File: config.mk
export PLATFORM = sky130hd
export DESIGN_NAME = dht11_responder
export DESIGN_NICKNAME = d
export VERILOG_FILES = /design/src/rtl/dht11_pkg.sv /design/src/rtl/dht11_tick_cnt.sv /design/src/rtl/dht11_responder.sv
export SDC_FILE = /design/constraint.sdc
export NUM_CORES = 1
export LEC_CHECK = 0
export CAP_MARGIN = 5
export CORE_MARGIN = 4
export CORE_UTILIZATION = 40
export CTS_CLUSTER_DIAMETER = 30
export DETAILED_ROUTE_END_ITERATION = 8
export GPL_ROUTABILITY_DRIVEN = 0
export GPL_TIMING_DRIVEN = 0
export PLACE_DENSITY = 0.66
export SLEW_MARGIN = 25
export SYNTH_ARGS = -nofsm -noshare
export SYNTH_HDL_FRONTEND = slang
export SYNTH_SLANG_ARGS = --single-unit
File: constraint.sdc
create_clock -name clk -period 3.45 [get_ports clk]
set_input_delay 0.5175 -clock clk [delete_from_list [all_inputs] [get_ports clk]]
set_output_delay 0.5175 -clock clk [all_outputs]
set_load 0.01 [all_outputs]
File: src/rtl/dht11_pkg.sv
// Shared types and default protocol timing for the DHT11 responder.
// All durations are expressed in 10 us ticks.
package dht11_pkg;

  typedef enum logic [2:0] {
    ST_IDLE      = 3'd0,
    ST_START_LOW = 3'd1,
    ST_RESP_WAIT = 3'd2,
    ST_RESP_LOW  = 3'd3,
    ST_RESP_HIGH = 3'd4,
    ST_BIT_LOW   = 3'd5,
    ST_BIT_HIGH  = 3'd6,
    ST_END_LOW   = 3'd7
  } dht_state_e;

  localparam int FRAME_W       = 40;
  localparam int DEF_START_MIN = 1800;
  localparam int DEF_RESP_DLY  = 3;
  localparam int DEF_PRE_LOW   = 8;
  localparam int DEF_PRE_HIGH  = 8;
  localparam int DEF_BIT_LOW   = 5;
  localparam int DEF_BIT0_HIGH = 3;
  localparam int DEF_BIT1_HIGH = 7;
  localparam int DEF_END_LOW   = 5;

  // Modulo-256 sum of the four payload bytes, optionally inverted for fault injection.
  function automatic logic [7:0] dht_csum(input logic [7:0] a, input logic [7:0] b,
                                          input logic [7:0] c, input logic [7:0] d,
                                          input logic inv);
    logic [7:0] s;
    s = a + b + c + d;
    return inv ? ~s : s;
  endfunction

endpackage

File: src/rtl/dht11_tick_cnt.sv
// Free-running tick divider: pulses o_tick for one clk every DIV cycles.
// i_clr restarts the count so a new phase always begins on a whole tick.
module dht11_tick_cnt #(
  parameter int DIV = 1000
) (
  input  logic clk,
  input  logic rst,
  input  logic i_clr,
  output logic o_tick
);

  localparam int CW = (DIV > 1) ? $clog2(DIV) : 1;

  logic [CW-1:0] cnt;

  assign o_tick = (cnt == CW'(DIV - 1));

  always_ff @(posedge clk) begin
    if (!rst) begin
      cnt <= '0;
    end else if (i_clr || o_tick) begin
      cnt <= '0;
    end else begin
      cnt <= cnt + CW'(1);
    end
  end

endmodule

File: src/rtl/dht11_responder.sv
// DHT11 sensor emulator: waits for the host start pulse, sends the response
// preamble and then the 40-bit frame MSB first on an open-drain line.
module dht11_responder
  import dht11_pkg::*;
#(
  parameter int SYS_CLK   = 100_000_000,
  parameter int TICK_FREQ = 100_000,
  parameter int START_MIN = DEF_START_MIN,
  parameter int RESP_DLY  = DEF_RESP_DLY,
  parameter int PRE_LOW   = DEF_PRE_LOW,
  parameter int PRE_HIGH  = DEF_PRE_HIGH,
  parameter int BIT_LOW   = DEF_BIT_LOW,
  parameter int BIT0_HIGH = DEF_BIT0_HIGH,
  parameter int BIT1_HIGH = DEF_BIT1_HIGH,
  parameter int END_LOW   = DEF_END_LOW
) (
  input  logic       clk,
  input  logic       rst,
  input  logic       i_bus,
  output logic       o_bus_oe,
  input  logic [7:0] i_humid_int,
  input  logic [7:0] i_humid_dec,
  input  logic [7:0] i_temp_int,
  input  logic [7:0] i_temp_dec,
  input  logic       i_csum_err,
  output logic       o_busy,
  output logic       o_done,
  output logic [2:0] o_state
);

  localparam int TICK_DIV = SYS_CLK / TICK_FREQ;

  dht_state_e         state, state_nxt;
  logic [1:0]         sync_q;
  logic               bus_s;
  logic               tick, tick_clr;
  logic [10:0]        phase_cnt, phase_len;
  logic               phase_end;
  logic [5:0]         bit_idx;
  logic [FRAME_W-1:0] shreg;

  assign bus_s   = sync_q[1];
  assign o_state = state;

  // In IDLE the divider is parked while the line is high; the detection cycle
  // itself is allowed to count so START_LOW measures the full host-low time.
  assign tick_clr = (state == ST_IDLE) ? bus_s : (state_nxt != state);

  dht11_tick_cnt #(.DIV(TICK_DIV)) u_tick (
    .clk    (clk),
    .rst    (rst),
    .i_clr  (tick_clr),
    .o_tick (tick)
  );

  always_comb begin
    phase_len = 11'd1;
    case (state)
      ST_RESP_WAIT: phase_len = 11'(RESP_DLY);
      ST_RESP_LOW:  phase_len = 11'(PRE_LOW);
      ST_RESP_HIGH: phase_len = 11'(PRE_HIGH);
      ST_BIT_LOW:   phase_len = 11'(BIT_LOW);
      ST_BIT_HIGH:  phase_len = shreg[FRAME_W-1] ? 11'(BIT1_HIGH) : 11'(BIT0_HIGH);
      ST_END_LOW:   phase_len = 11'(END_LOW);
      default:      phase_len = 11'd1;
    endcase
  end

  assign phase_end = tick && (phase_cnt == phase_len - 11'd1);

  always_comb begin
    state_nxt = state;
    case (state)
      ST_IDLE:      if (!bus_s) state_nxt = ST_START_LOW;
      ST_START_LOW: if (bus_s) state_nxt = (phase_cnt >= 11'(START_MIN)) ? ST_RESP_WAIT : ST_IDLE;
      ST_RESP_WAIT: if (phase_end) state_nxt = ST_RESP_LOW;
      ST_RESP_LOW:  if (phase_end) state_nxt = ST_RESP_HIGH;
      ST_RESP_HIGH: if (phase_end) state_nxt = ST_BIT_LOW;
      ST_BIT_LOW:   if (phase_end) state_nxt = ST_BIT_HIGH;
      ST_BIT_HIGH:  if (phase_end) state_nxt = (bit_idx == 6'd0) ? ST_END_LOW : ST_BIT_LOW;
      ST_END_LOW:   if (phase_end) state_nxt = ST_IDLE;
      default:      state_nxt = ST_IDLE;
    endcase
  end

  always_ff @(posedge clk) begin
    if (!rst) begin
      sync_q    <= 2'b11;
      state     <= ST_IDLE;
      phase_cnt <= '0;
      bit_idx   <= '0;
      shreg     <= '0;
      o_bus_oe  <= 1'b0;
      o_busy    <= 1'b0;
      o_done    <= 1'b0;
    end else begin
      sync_q <= {sync_q[0], i_bus};
      state  <= state_nxt;

      if (state_nxt != state) begin
        phase_cnt <= '0;
      end else if (tick && (phase_cnt != '1)) begin
        phase_cnt <= phase_cnt + 11'd1;
      end

      // Payload is frozen at start acceptance; later input changes are ignored.
      if (state == ST_START_LOW && state_nxt == ST_RESP_WAIT) begin
        shreg <= {i_humid_int, i_humid_dec, i_temp_int, i_temp_dec,
                  dht_csum(i_humid_int, i_humid_dec, i_temp_int, i_temp_dec, i_csum_err)};
      end
      if (state == ST_RESP_HIGH && state_nxt == ST_BIT_LOW) begin
        bit_idx <= 6'(FRAME_W - 1);
      end
      if (state == ST_BIT_HIGH && state_nxt == ST_BIT_LOW) begin
        shreg   <= shreg << 1;
        bit_idx <= bit_idx - 6'd1;
      end

      o_bus_oe <= (state_nxt == ST_RESP_LOW) || (state_nxt == ST_BIT_LOW) ||
                  (state_nxt == ST_END_LOW);
      o_busy   <= !((state_nxt == ST_IDLE) || (state_nxt == ST_START_LOW));
      o_done   <= (state == ST_END_LOW) && (state_nxt == ST_IDLE);
    end
  end

endmodule

==> summary.md <==
| Metric | Value |
|---|---|
| Status | finished clean |
| Total number of vias | 3,334 |
| Drt total wl | 9345 µm |
| Predominant post-synthesis flop cell | dfxtp_1 |
| Comb power frac | 0.185 |
| Iter 0 DRT Violations | 138 |
| Synth Register Bits | 75 |
| Fillcell total | 941 |
| Remaining DRCs | 0 |
| Critical path class | in -> reg |
| Hold slack final | 0.4183 ns |
| Share of layout cells above drive strength 1 | 0.06439 |
| Power share of the clock group | 0.333 |
| Clock latency on the worst-skew pair | 0.34 ns |
| Top Ports | 42 |
| NetSw | 485.0 µW |
| Clock Tree Buf Depth | 2 |
| Setup crit start kind | input pin |
| NumNets Final | 554 |
| Cell taking the most area after synthesis | dfxtp_1 |
| Clock buffer count from CTS | 9 |
| Die height | 109.2 µm |
| Hold/Removal Path Class | reg -> reg |
| RSZ-0062 raised after global routing | no |
| Critical path origin | i_humid_int[0] |
| Part of the cycle the worst path needs | 0.9572 |
| Cells after synthesis | 442 |
| Num rows | 36 |
| Clk Tree Root Cell | clkbuf_8 |
| Endpoint, Worst Hold | sync_q[1] |
| Vias in the first global route | 3,254 |
| Syn_nets | 504 |
| Hold Violations, Final | 0 |
| First-pass GRT wire length | 15,730 µm |
| Cell Pwr Density | 371.8 nW/µm² |
| Post-synth EDFFs | 0 |
| Antenna Cells | 0 |
| Initial antenna violation count | 0 |
| Reg clk slew, reported paths | 0.08 ns |
| List of most frequent post-synthesis cells | 75 x dfxtp_1, 72 x nor2_1, 38 x mux2i_1 |
| Starting Density | 0.4155 |
| Final Worst Setup Slack | 0.1477 ns |
| Worst Min Path Start | sync_q[0] |
| Final Slew Violations | 0 |
| Dpl hpwl | 7050 µm |
| Syn Std Cell Area | 4099 µm² |
| Worst-Margin Slew | 0.7958 ns |
| Maximum clock rate | 302.8 MHz |
| Slew margin rel. | 0.4695 |
| Top-count cell post-synth | dfxtp_1 |
| Number of max-cap violations | 0 |
| Count of different cell masters after synthesis | 42 |
| Hold Crit Depth | 1 |
| Number of routed nets with antenna violations | 0 |
| Detailed Routing Iterations Pass 1 | 5 |
| H-tree depth | 3 |
| DR vias/cell | 5.292 |
| Setup violations, final | 0 |
| Minimum clock period | 3.302 ns |
| Sequential share of the synthesized area | 0.3663 |
| Clock skew | 0.01187 ns |
| Total global-route track usage | 0.1662 |
| Die width | 109.2 µm |
| Routed wire length per instance | 14.83 µm |
| Cell count of the worst reg-to-reg path | 12 |
| R2r setup slk | 0.28 ns |
| Worst Path Required | 3.73 ns |
| Worst vdd ir | 0.2082 mV |
| Post-CTS Setup Repair Bufs | 0 |
| Buffers on Ports | 39 |
| Die area | 11,930 µm² |
| Avg Cell Area, Syn | 9.274 µm² |
| Critical R2R Capture | phase_cnt[9] |
| Largest net degree at the start of global routing | 13 |
| CP endpoint kind | flip-flop |
| TritonCTS clock tree | built |
| Pre-CTS setup slack | -0.3423 ns |
| Synth top area share | 0.3663 |
| Core ar. | 9864 µm² |
| Int Pwr | 1316 µW |
| Setup TNS | 0 ns |
| Maximum fanout along the worst path | 2 |
| Post-synth ARST share | 0 |
| Sw Share | 0.2692 |
| Arr. time, crit path | 3.58 ns |
| Pleak | 0.001805 µW |
| Clock sinks | 75 |
| Register share of total power | 0.482 |
| Yosys Warn Count | 0 |
| Area grow syn2layout | 18.19% |
| Final Util | 0.4911 |
| Reg2reg start | o_state[2] |
| Area contributors post-synth | dfxtp_1 37%, mux2i_1 9.3%, fa_1 6.8%, nor2_1 6.6%, a211oi_1 6.4% |
| Grt total ovfl | 0 |
| Final Power | 1801 µW |
-- cells in the final DEF (no fill, tap or decap), types with 4 or more instances in the layout --
cell              n
a211oi_1         35
a21o_1            5
a21oi_1          18
and3_1           12
buf_2             4
buf_6             5
clkbuf_1         18
clkbuf_8         10
clkdlybuf4s50_1  38
dfxtp_1          75
fa_1             14
ha_1             12
inv_1            11
mux2i_1          38
nand2_1          16
nand2b_1          4
nand3_1          10
nand4_1           6
nor2_1           72
nor3_1            5
o21ai_0           8
xnor2_1          25
xor2_1           13
-- flip-flops by register name, indices dropped and copies added, names as in the netlist --
name and count:
shreg 40, phase_cnt 11, u_tick.cnt 10, bit_idx 6, o_state 3, sync_q 2
o_bus_oe 1, o_busy 1, o_done 1
-- layout make-up --
cell class | instances | area, µm² | area share
clock inverters | 4 | 26.28 | 0.005424
multi-input cells | 329 | 2427 | 0.5010
inverters | 11 | 41.29 | 0.008523
plain buffers | 27 | 143.9 | 0.02970
repair buffers | 39 | 392.9 | 0.08110
well taps | 133 | 166.4 | 0.03435
clock buffers | 12 | 145.1 | 0.02996
flip-flops and latches | 75 | 1501 | 0.3099
-- critical path, stage by stage --
cell and delay, ns:
clkdlybuf4s50_1 0.50, fa_1 0.51, fa_1 0.45, ha_1 0.24, fa_1 0.41, a21o_1 0.19, a21oi_2 0.19, o21ai_0 0.13
xnor2_1 0.18, nand2_1 0.08, a31oi_1 0.18
-- worst max-delay path by stage --
stage          cells after the start            to
2_1_floorplan                     10      shreg[7]
3_3_place_gp                      11      shreg[7]
3_5_place_dp                      11      shreg[7]
4_1_cts                           11      shreg[7]
6_report                          11      shreg[7]
5_1_grt                           12  phase_cnt[7]
-- power by group through the flow --
stage | Clock, µW | Sequential [µW] | Combinational (µW)
floorplan | 0 | 888 | 226
global placement | 0 | 888 | 322
detailed placement | 0 | 888 | 326
CTS | 616 | 868 | 330
global route | 660 | 868 | 368
finish | 600 | 868 | 334
-- metal layers --
layer / up-vias / share of wire / GRT usage
li1: 1655 / - / -
met1: 1603 / 0.47 / 0.2235
met2: 69 / 0.47 / 0.2706
met3: 7 / 0.053 / 0.03789
met4: 0 / 0.0093 / 0.04185
met5: - / 0 / 0
-- cells by family after synthesis --
group	Yosys count	share of synthesized area
and+or+nand+nor	141	0.1615
muxes	38	0.09279
DFF	75	0.3663
adders and majority gates	26	0.1050
buffers and inverters	38	0.04518
xor gates and xnor gates	38	0.08120
AOI/OAI and AO/OA	86	0.1481
-- metrics by stage --
stage | cell area, µm² | instances
global placement | 4656 | 614
CTS | 4827 | 630
detailed placement | 4656 | 614
global route | 4845 | 630
floorplan | 4099 | 442
finish | 4845 | 630
-- repair_timing --
action / 4_1_cts / 5_1_grt
resized for setup: 0 / 4
hold buffers: 0 / 0
setup endpoints to repair: 0 / 13
Note: power is estimated with default switching activity, not from simulation.
